$ cat config.mk
export PLATFORM = sky130hd
export DESIGN_NAME = branch_predictor
export DESIGN_NICKNAME = d
export VERILOG_FILES = /design/src/rtl/predict_pkg.sv /design/src/rtl/branch_predictor_bht.sv /design/src/rtl/branch_predictor.sv
export SDC_FILE = /design/constraint.sdc
export NUM_CORES = 1
export LEC_CHECK = 0
export CELL_PAD_IN_SITES_DETAIL_PLACEMENT = 1
export CELL_PAD_IN_SITES_GLOBAL_PLACEMENT = 1
export CORE_MARGIN = 2
export CORE_UTILIZATION = 30
export DETAILED_ROUTE_END_ITERATION = 10
export DONT_BUFFER_PORTS = 1
export PLACE_DENSITY = 0.61
export SLEW_MARGIN = 20
export SYNTH_ARGS = -nofsm -noshare
export SYNTH_HDL_FRONTEND = slang
export SYNTH_HIERARCHICAL = 1
export SYNTH_SLANG_ARGS = --single-unit
$ cat constraint.sdc
create_clock -name clk -period 10.5 [get_ports clk]
set_input_delay 0.525 -clock clk [delete_from_list [all_inputs] [get_ports clk]]
set_output_delay 0.525 -clock clk [all_outputs]
set_load 0.01 [all_outputs]
$ cat src/rtl/predict_pkg.sv
// Shared predictor types: 2-bit saturating counter and its step function.
package predict_pkg;

   typedef logic [1:0] bht_ctr_t;

   localparam bht_ctr_t CTR_STRONG_NT = 2'b00;
   localparam bht_ctr_t CTR_WEAK_NT   = 2'b01;
   localparam bht_ctr_t CTR_STRONG_T  = 2'b11;

   function automatic bht_ctr_t ctr_next(
      input bht_ctr_t ctr,
      input logic     taken
   );
      bht_ctr_t nxt;
      nxt = ctr;
      if (taken && (ctr != CTR_STRONG_T))
         nxt = ctr + 2'd1;
      else if (!taken && (ctr != CTR_STRONG_NT))
         nxt = ctr - 2'd1;
      return nxt;
   endfunction

endpackage

$ cat src/rtl/branch_predictor_bht.sv
// Branch history table: async read, sync saturating write, async clear.
module bht
   import predict_pkg::*;
#(
   parameter int INDEX_W = 6
) (
   input  logic               clk,
   input  logic               rst_n,
   input  logic [INDEX_W-1:0] rd_idx,
   output bht_ctr_t           rd_ctr,
   input  logic               wr_en,
   input  logic [INDEX_W-1:0] wr_idx,
   input  logic               wr_taken
);

   localparam int DEPTH = 1 << INDEX_W;

   bht_ctr_t ctr_q [DEPTH];

   always_ff @(posedge clk or negedge rst_n) begin
      if (!rst_n) begin
         for (int i = 0; i < DEPTH; i++)
            ctr_q[i] <= CTR_WEAK_NT;
      end else if (wr_en) begin
         ctr_q[wr_idx] <= ctr_next(ctr_q[wr_idx], wr_taken);
      end
   end

   assign rd_ctr = ctr_q[rd_idx];

endmodule

$ cat src/rtl/branch_predictor.sv
// Fetch-stage direction predictor; gshare hashing when
// BRANCH_PREDICTOR_GSHARE_EN is defined, bimodal otherwise.
module branch_predictor
   import predict_pkg::*;
#(
   parameter int INDEX_W = 6,
   parameter int HIST_W  = 6
) (
   input  logic              clk,
   input  logic              rst_n,
   input  logic              stall,
   input  logic [31:0]       pc,
   input  logic [31:0]       pc_plus_4,
   input  logic [31:0]       pc_next,
   input  logic              is_branch,
   input  logic              is_jump,
   output logic [31:0]       pred_pc,
   output logic              pred_taken,
   output logic [HIST_W-1:0] pred_ghr,
   input  logic              upd_en,
   input  logic [31:0]       upd_pc,
   input  logic              upd_taken,
   input  logic              upd_pred_taken,
   input  logic [HIST_W-1:0] upd_ghr,
   input  logic [31:0]       upd_target,
   input  logic [31:0]       upd_pc_plus_4,
   output logic              mispredict,
   output logic [31:0]       redirect_pc
);

   logic [INDEX_W-1:0] rd_idx;
   logic [INDEX_W-1:0] wr_idx;
   bht_ctr_t           rd_ctr;

`ifdef BRANCH_PREDICTOR_GSHARE_EN
   logic [HIST_W-1:0] ghr;

   always_comb begin
      rd_idx = pc[INDEX_W+1:2];
      wr_idx = upd_pc[INDEX_W+1:2];
      rd_idx[HIST_W-1:0] = rd_idx[HIST_W-1:0] ^ ghr;
      wr_idx[HIST_W-1:0] = wr_idx[HIST_W-1:0] ^ upd_ghr;
   end

   // Recovery from execute wins over the speculative shift.
   always_ff @(posedge clk or negedge rst_n) begin
      if (!rst_n)
         ghr <= '0;
      else if (mispredict)
         ghr <= {upd_ghr[HIST_W-2:0], upd_taken};
      else if (is_branch && !stall)
         ghr <= {ghr[HIST_W-2:0], pred_taken};
   end

   assign pred_ghr = ghr;

   logic unused;
   assign unused = ^{pc[31:INDEX_W+2], pc[1:0],
                     upd_pc[31:INDEX_W+2], upd_pc[1:0],
                     rd_ctr[0]};
`else
   assign rd_idx   = pc[INDEX_W+1:2];
   assign wr_idx   = upd_pc[INDEX_W+1:2];
   assign pred_ghr = '0;

   logic unused;
   assign unused = ^{pc[31:INDEX_W+2], pc[1:0],
                     upd_pc[31:INDEX_W+2], upd_pc[1:0],
                     rd_ctr[0], upd_ghr, stall};
`endif

   bht #(
      .INDEX_W (INDEX_W)
   ) u_bht (
      .clk      (clk),
      .rst_n    (rst_n),
      .rd_idx   (rd_idx),
      .rd_ctr   (rd_ctr),
      .wr_en    (upd_en),
      .wr_idx   (wr_idx),
      .wr_taken (upd_taken)
   );

   assign pred_taken  = is_jump | (is_branch & rd_ctr[1]);
   assign pred_pc     = pred_taken ? pc_next : pc_plus_4;
   assign mispredict  = upd_en & (upd_taken != upd_pred_taken);
   assign redirect_pc = upd_taken ? upd_target : upd_pc_plus_4;

endmodule

Word level (Yosys, flattened, before mapping)
Cells that the tools add are included.
{"block": "totals", "mem_count": 0, "ff_bits": 128, "latch_bits": 0, "word_cells": 95, "mem_bits_rw": 0, "input_bits": 206, "out_inout_bits": 72, "romBits": 0}
{"block": "classes", "n_eq_ne": 2, "n_mul": 0, "order_cmp": 3, "mux": 14, "addsub": 2, "bitwise": 5, "div_mod_pow": 0, "reduce_logical": 5, "shift": 0}
{"operator": "$bwmux 128", "count": 1}
{"operator": "$mux 32", "count": 2}
{"operator": "$bmux 2 s6", "count": 2}
{"operator": "$mux 2", "count": 8}
{"operator": "$ge 7x7->1 const B", "count": 2}
{"operator": "$not 6->7", "count": 2}
{"operator": "$demux 2 s6", "count": 1}
{"operator": "$lt 7x1->1 const B", "count": 1}
{"operator": "$logic_and 1x1->1", "count": 3}
{"operator": "$add 2x1->2 const B", "count": 1}
{"operator": "$and 1x1->1", "count": 2}
{"operator": "$ne 2x2->1 const B", "count": 1}
{"operator": "$reduce_bool 2->1", "count": 1}
{"operator": "$sub 2x1->2 const B", "count": 1}
{"operator": "$logic_not 1->1", "count": 1}
{"operator": "$ne 1x1->1", "count": 1}
{"operator": "$or 1x1->1", "count": 1}

Longest topological paths before layout
Gate-level depths: netlist of run 1.
{"block": "logic_depth", "ltp_word": 10, "ltp_mapped": 16, "depth_no_buf": 12}

Cells and area by module
Netlist of run 1, hierarchy kept.
{"module": "bht", "seq_area_each_um2": 3283.1, "n_inst": 1, "area_each_um2": 7161.9, "cells_per_inst": 697}
{"module": "branch_predictor", "seq_area_each_um2": 0.0, "n_inst": 1, "area_each_um2": 865.8, "cells_per_inst": 82}

Worst setup path after synthesis of run 1
OpenSTA, ideal clock, no wires.
{"block": "synth_path", "path_type": "input to output", "from": "input pc[2]", "to": "output pred_pc[28]", "arrival_ps": 3557, "n_path_buf": 3, "required_ps": 9975, "path_stages": 8, "slack_ps": 6418, "path_cell_list": "clkbuf_1 buf_1 mux4_2 mux4_2 mux4_2 a21oi_4 buf_6 mux2_1"}
{"block": "synth_between", "elab_chain_len": 7}
{"element": "from (decl)", "line_no": "branch_predictor.sv:12", "source": "input logic [31:0] pc,"}
{"element": "$not 6->7 (not written as such)", "line_no": "branch_predictor_bht.sv:29", "source": "assign rd_ctr = ctr_q[rd_idx];"}
{"element": "$bmux 2 s6", "line_no": "branch_predictor_bht.sv:29"}
{"element": "$mux 2 (not written as such) (2 in a row)", "line_no": "branch_predictor_bht.sv:29"}
{"element": "net rd_ctr[1]", "line_no": "branch_predictor.sv:33", "source": "bht_ctr_t rd_ctr;"}
{"element": "$and 1x1->1", "line_no": "branch_predictor.sv:84", "source": "assign pred_taken = is_jump | (is_branch & rd_ctr[1]);"}
{"element": "$or 1x1->1", "line_no": "branch_predictor.sv:84"}
{"element": "$mux 32", "line_no": "branch_predictor.sv:85", "source": "assign pred_pc = pred_taken ? pc_next : pc_plus_4;"}
{"element": "to (decl)", "line_no": "branch_predictor.sv:17", "source": "output logic [31:0] pred_pc,"}
The timed path passes the listed nets, and every way through them passes these cells. The select of a mux whose other input is x is not followed.

Final worst setup path of run 1
{"block": "layout_path", "from": "register u_bht/ctr_q[99] (netlist name)", "to": "output pred_pc[12]"}
{"block": "layout_between", "elab_chain_len": 6}
{"element": "from (decl)", "line_no": "branch_predictor_bht.sv:18", "source": "bht_ctr_t ctr_q [DEPTH];"}
{"element": "from (signal, indexed assignment)", "line_no": "branch_predictor_bht.sv:25", "source": "ctr_q[wr_idx] <= ctr_next(ctr_q[wr_idx], wr_taken);"}
{"element": "$bmux 2 s6", "line_no": "branch_predictor_bht.sv:29"}
{"element": "$mux 2 (not written as such) (2 in a row)", "line_no": "branch_predictor_bht.sv:29"}
{"element": "net rd_ctr[1]", "line_no": "branch_predictor.sv:33"}
{"element": "$and 1x1->1", "line_no": "branch_predictor.sv:84"}
{"element": "$or 1x1->1", "line_no": "branch_predictor.sv:84"}
{"element": "$mux 32", "line_no": "branch_predictor.sv:85"}
The timed path passes the listed nets, and every way through them passes these cells. The select of a mux whose other input is x is not followed.

==> results of run 1 <==
what timing repair did:
item | in CTS | in global routing
endpoints found under the hold margin | 128 | 0
resized for setup | 0 | 0
hold buffers | 1 | 0
worst max-delay path: cells and delay by family (launching register included):
kind / cells / cell delay, ns
AOI/OAI and AO/OA: 1 / 0.76
muxes: 4 / 2.08
DFF: 1 / 0.42
metal layers:
layer	vias up	GRT usage, %	wire length, um
li1	2636	-	-
met1	2868	23.87	10560
met3	30	6.188	1815
met4	4	5.229	320
met5	-	0	29
met2	198	33.20	12710
final cells by class:
| class | instances | area [sq um] | area share (%) |
|---|---|---|---|
| Multi-Input combinational cell | 573 | 3924 | 46.83 |
| Sequential cell | 128 | 3283 | 39.18 |
| Tap cell | 330 | 412.9 | 4.928 |
| Clock inverter | 13 | 234.0 | 2.792 |
| Timing Repair Buffer | 3 | 42.54 | 0.5077 |
| Inverter | 6 | 22.52 | 0.2688 |
| Clock buffer | 19 | 452.9 | 5.405 |
| Antenna cell | 3 | 7.507 | 0.08959 |
through the flow:
| step | worst slack, ns | area [sq um] | instances | util [%] | hold WS (ns) |
|---|---|---|---|---|---|
| floorplan | 6.737 | 7574 | 763 | - | 0.2294 |
| global placement | 6.421 | 7657 | 1039 | 30.67 | 0.2351 |
| detailed placement | 6.428 | 7657 | 1039 | 30.67 | 0.2366 |
| CTS | 6.223 | 8372 | 1072 | 33.54 | 0.1127 |
| global route | 6.081 | 8379 | 1075 | 33.57 | 0.1267 |
| finish | 6.299 | 8379 | 1075 | 33.57 | 0.02869 |
power by group:
group	total [W]	switching, W	leakage, nW	internal [W]
logic	0.000422	0.000248	1.40	0.000174
registers	0.000718	0.0000778	1.48	0.000640
clock network	0.000689	0.000230	0.325	0.000458
total	0.00183	0.000556	3.21	0.00127
worst paths after layout:
path,startpoint,cells past startpoint,slack (ns),to
worst max-delay path,u_bht/ctr_q[99],5,6.30,pred_pc[12]
worst min register to register,u_bht/ctr_q[12],2,0.50,u_bht/ctr_q[12]
worst min-delay path,rst_n,1,0.03,u_bht/ctr_q[35]
worst max register to register,u_bht/ctr_q[118],12,6.81,u_bht/ctr_q[115]
max in group asynchronous,rst_n,1,9.85,u_bht/ctr_q[93]
min in group clk,u_bht/ctr_q[12],2,0.50,u_bht/ctr_q[12]
==> qor.csv, run 1 <==
metric;value;unit
clock_skew;0.008880;ns
nets;937;
hold_viol;0;
htreeDepth;4;
viasPerCell;5.336;
die_area;26470;sq um
core_area;24960;sq um
nFillCells;2832;
grt_pass1_wl;38090;um
layout_commonest_cell;nor2_1;
ios;278;
cts.sinks;128;
crit_fanout;33;
finalCritPeriodShare;40.01;%
hpwl;17070;um
largestRegisters;u_bht/ctr_q x128;
finalSetupTns;0;ns
grt_pass1_vias;6024;
max_freq;0.2380;GHz
dr_total_vias;5736;
post-cts-setup-buffers;0;
largest_reg_flops;128;
ir_drop;0.1119;mV
gp_congestion;0.9019;
root_buffer;clkbuf_16;
crit_chain;mux4_2, mux4_2, mux4_2, a21oi_4, mux2_2;
numCtsBuffers;17;
clockBufferDepth;2;
start_kind;flip-flop;
critPathKind;flip-flop to output port;
layout-drive-gt1-share;27.49;%
groute.usage.overall;19.50;%
maxSlewHeadroom;39.05;%
wl_per_cell;23.66;um
syn_inst;758;
final_cell_mix;nor2_1 (200), a21oi_1 (141), mux2_2 (66);
arrival;3.68;ns
cpMaxStageDelayCell;a21oi_4;
status;complete, no violations;
wirelength;25430;um
antenna_found_initial;6;
insertion_delay;0.42;ns
tightest_slew;0.9122;ns
path_common_cell;mux4_2;
syn-cell-area;7555;sq um
critPathMaxStageDelay;0.76;ns
cts_tree;done;
regMostFlops;u_bht/ctr_q;
die_h;162.7;um
drt_iter0_drc;360;
rsz0062_at_grt;false;
hp-class;primary input to async pin;
post-route-drc-count;0;
yosysWarningCount;6;
cap_viol_max_count;0;
syn_to_final_growth;10.91;%
total_power;0.001829;W
ant_nets;0;
crit_path_end_kind;output port;
drv_slew;0;
clk_transition_reported_paths;0.06;ns
power_density;218.2;nW/um^2
cp.required;9.98;ns
grt_max_degree;129;
setup_violations;0;
avgSynthCellArea;9.967;sq um
port_buffers;0;
start_util;30.26;%
first_pass_iters;4;
rows;58;
die_w;162.7;um
fin_crit;4.201;ns
leakagePower;3.209;nW
grt-ovfl-total;0;
No activity file was read; power rests on OpenSTA's default activity.
==> inputs of run 2 (changes only) <==
Settings changed: PLACE_DENSITY 0.61 to 0.63.
Clock period 10.5 ns to 3.45 ns, I/O delays scaled along.
==> qor.csv, run 2 (synthesis results as in run 1) <==
metric;value;unit;change
die_w;162.7;um;unchanged
rows;58;;unchanged
met2_usage;33.15;%;-0.058 points
grt_max_degree;129;;unchanged
setup_violations;0;;unchanged
grt_pass1_wl;37390;um;-1.8%
rsz0062_at_grt;true;;
path_common_cell;mux4_2;;
htreeDepth;4;;unchanged
die_h;162.7;um;unchanged
power_density;645.2;nW/um^2;+200%
nets;953;;+1.7%
final_cell_mix;nor2_1 (200), a21oi_1 (141), mux2_2 (67);;
crit_fanout;33;;unchanged
cts_tree;done;;
hold_viol;0;;unchanged
hpwl;17090;um;+0.14%
critPathKind;flip-flop to output port;;
port_buffers;0;;unchanged
layout_commonest_cell;nor2_1;;
use_met3;5.271;%;-0.92 points
total_power;0.005501;W;+200%
start_util;30.26;%;unchanged
root_buffer;clkbuf_16;;
worstRegToRegCells;12;;unchanged
critPathBufInv;1;;+1
dr_total_vias;5804;;+1.2%
cap_viol_max_count;0;;unchanged
crit_chain;mux4_2, mux4_2, mux4_2, a21oi_4, buf_12, mux2_2;;
insertion_delay;0.42;ns;about the same
met1_usage;23.35;%;-0.52 points
grt_pass1_vias;6061;;+0.61%
clockBufferDepth;2;;unchanged
drt_iter0_drc;255;;-29%
fin_crit;3.375;ns;
cpMaxStageDelayCell;mux4_2;;
hold-path-endpoint;u_bht/ctr_q[98];;
status;complete, no violations;;
ios;278;;unchanged
viasPerCell;5.335;;about the same
tightest_slew;0.7151;ns;-0.1971 ns
drv_slew;0;;unchanged
groute.usage.overall;19.15;%;-0.35 points
wirelength;24840;um;-2.3%
post-route-drc-count;0;;unchanged
largestRegisters;u_bht/ctr_q x128;;
gp_congestion;0.9013;;about the same
arrival;3.20;ns;-0.48 ns
largest_reg_flops;128;;unchanged
cp_top_family;multiplexers;;
max_freq;0.2963;GHz;
leakagePower;3.295;nW;+2.7%
holdCritStartpoint;upd_pc[5];;
grt-ovfl-total;0;;unchanged
cts.sinks;128;;unchanged
r2r_setup_slack;0.23;ns;-6.58 ns
r2r_end;u_bht/ctr_q[65];;
diodes;0;;-3
timing.rr.start;u_bht/ctr_q[118];;
finalCritPeriodShare;97.83;%;
regMostFlops;u_bht/ctr_q;;
first_pass_iters;4;;unchanged
fin_hold_ws;0.2019;ns;+0.1732 ns
wl_per_cell;22.83;um;-3.5%
ant_nets;0;;unchanged
ir_drop;0.3565;mV;+220%
hp-class;primary input to flip-flop;;
layout-drive-gt1-share;29.02;%;+1.5 points
grt-busiest-layer;met2;;
crit_path_end_kind;output port;;
numCtsBuffers;17;;unchanged
syn_to_final_growth;12.85;%;
maxSlewHeadroom;52.19;%;+13 points
core_area;24960;sq um;unchanged
clk_transition_reported_paths;0.06;ns;about the same
whs_path_depth;5;;
cp.required;3.28;ns;-6.70 ns
antenna_found_initial;4;;-2
start_kind;flip-flop;;
clock_skew;0.01262;ns;+0.003738 ns
critPathMaxStageDelay;0.58;ns;-0.18 ns
die_area;26470;sq um;unchanged
[run 2: cell count changes in the layout (fill, tap and decap cells not counted), sizes merged]
cell and delta:
bufinv -3, clkbuf +3, buf +15, clkinv -1, clkinvlp -1, inv +2, diode -3, dlygate4sd3 +1
[run 2: power by group]
group          internal (W)  switching (W)  total [W]
clock network       0.00124       0.000689    0.00193
logic              0.000623       0.000766    0.00139
registers           0.00195       0.000234    0.00218
[run 2: area by class of cell]
type | instances | area (sq um)
inverter | 6 | 22.52
multi-input combinational | 573 | 3924
sequential | 128 | 3283
tap | 330 | 412.9
clock inverter | 10 | 148.9
fill | 2844 | 16440
clock buffer | 22 | 494.2
timing repair buffer | 19 | 240.2
[run 2: worst register-to-register path: cells and delay by family (launching register included)]
| family | cells | cell delay [ns] |
|---|---|---|
| AOI/OAI and AO/OA | 6 | 1.44 |
| and+or+nand+nor | 3 | 0.50 |
| DFF | 1 | 0.37 |
| adders and majority gates | 1 | 0.27 |
| muxes | 1 | 0.26 |
| buffers and inverters | 1 | 0.25 |
[run 2: how the worst max path moves through the flow]
stage	startpoint	endpoint	slack, ns	cells past startpoint
floorplan	pc[2]	pred_pc[28]	0.39	8
global placement	u_bht/ctr_q[40]	u_bht/ctr_q[51]	0.30	12
detailed placement	u_bht/ctr_q[40]	u_bht/ctr_q[65]	0.23	12
CTS	u_bht/ctr_q[101]	pred_pc[6]	0.02	6
global route	u_bht/ctr_q[101]	pred_pc[14]	-0.02	6
finish	u_bht/ctr_q[101]	pred_pc[6]	0.07	6
[run 2: repair_timing]
item | in CTS | in global routing
buffers inserted | 0 | 0
endpoints found under the setup margin | 0 | 32
hold buffers | 2 | 0
endpoints found under the hold margin | 128 | 0
gates resized for setup | 0 | 1
[run 2: layer usage]
metal | vias up | routed length, um
met2 | 222 | 12700
met5 | - | 27
met1 | 2889 | 10030
li1 | 2663 | -
met4 | 4 | 256
met3 | 26 | 1822
[run 2: per-stage QoR]
| stage | cells | setup slack, ns | util (%) | instance area (sq um) | TNS, ns |
|---|---|---|---|---|---|
| finish | 1088 | 0.07498 | 34.15 | 8526 | 0 |
| global route | 1088 | -0.01955 | 34.15 | 8526 | -0.4121 |
| CTS | 1088 | 0.02354 | 34.15 | 8526 | 0 |
| detailed placement | 1054 | 0.2341 | 31.43 | 7845 | 0 |
| global placement | 1054 | 0.3023 | 31.43 | 7845 | 0 |
| floorplan | 763 | 0.3924 | - | 7574 | 0 |
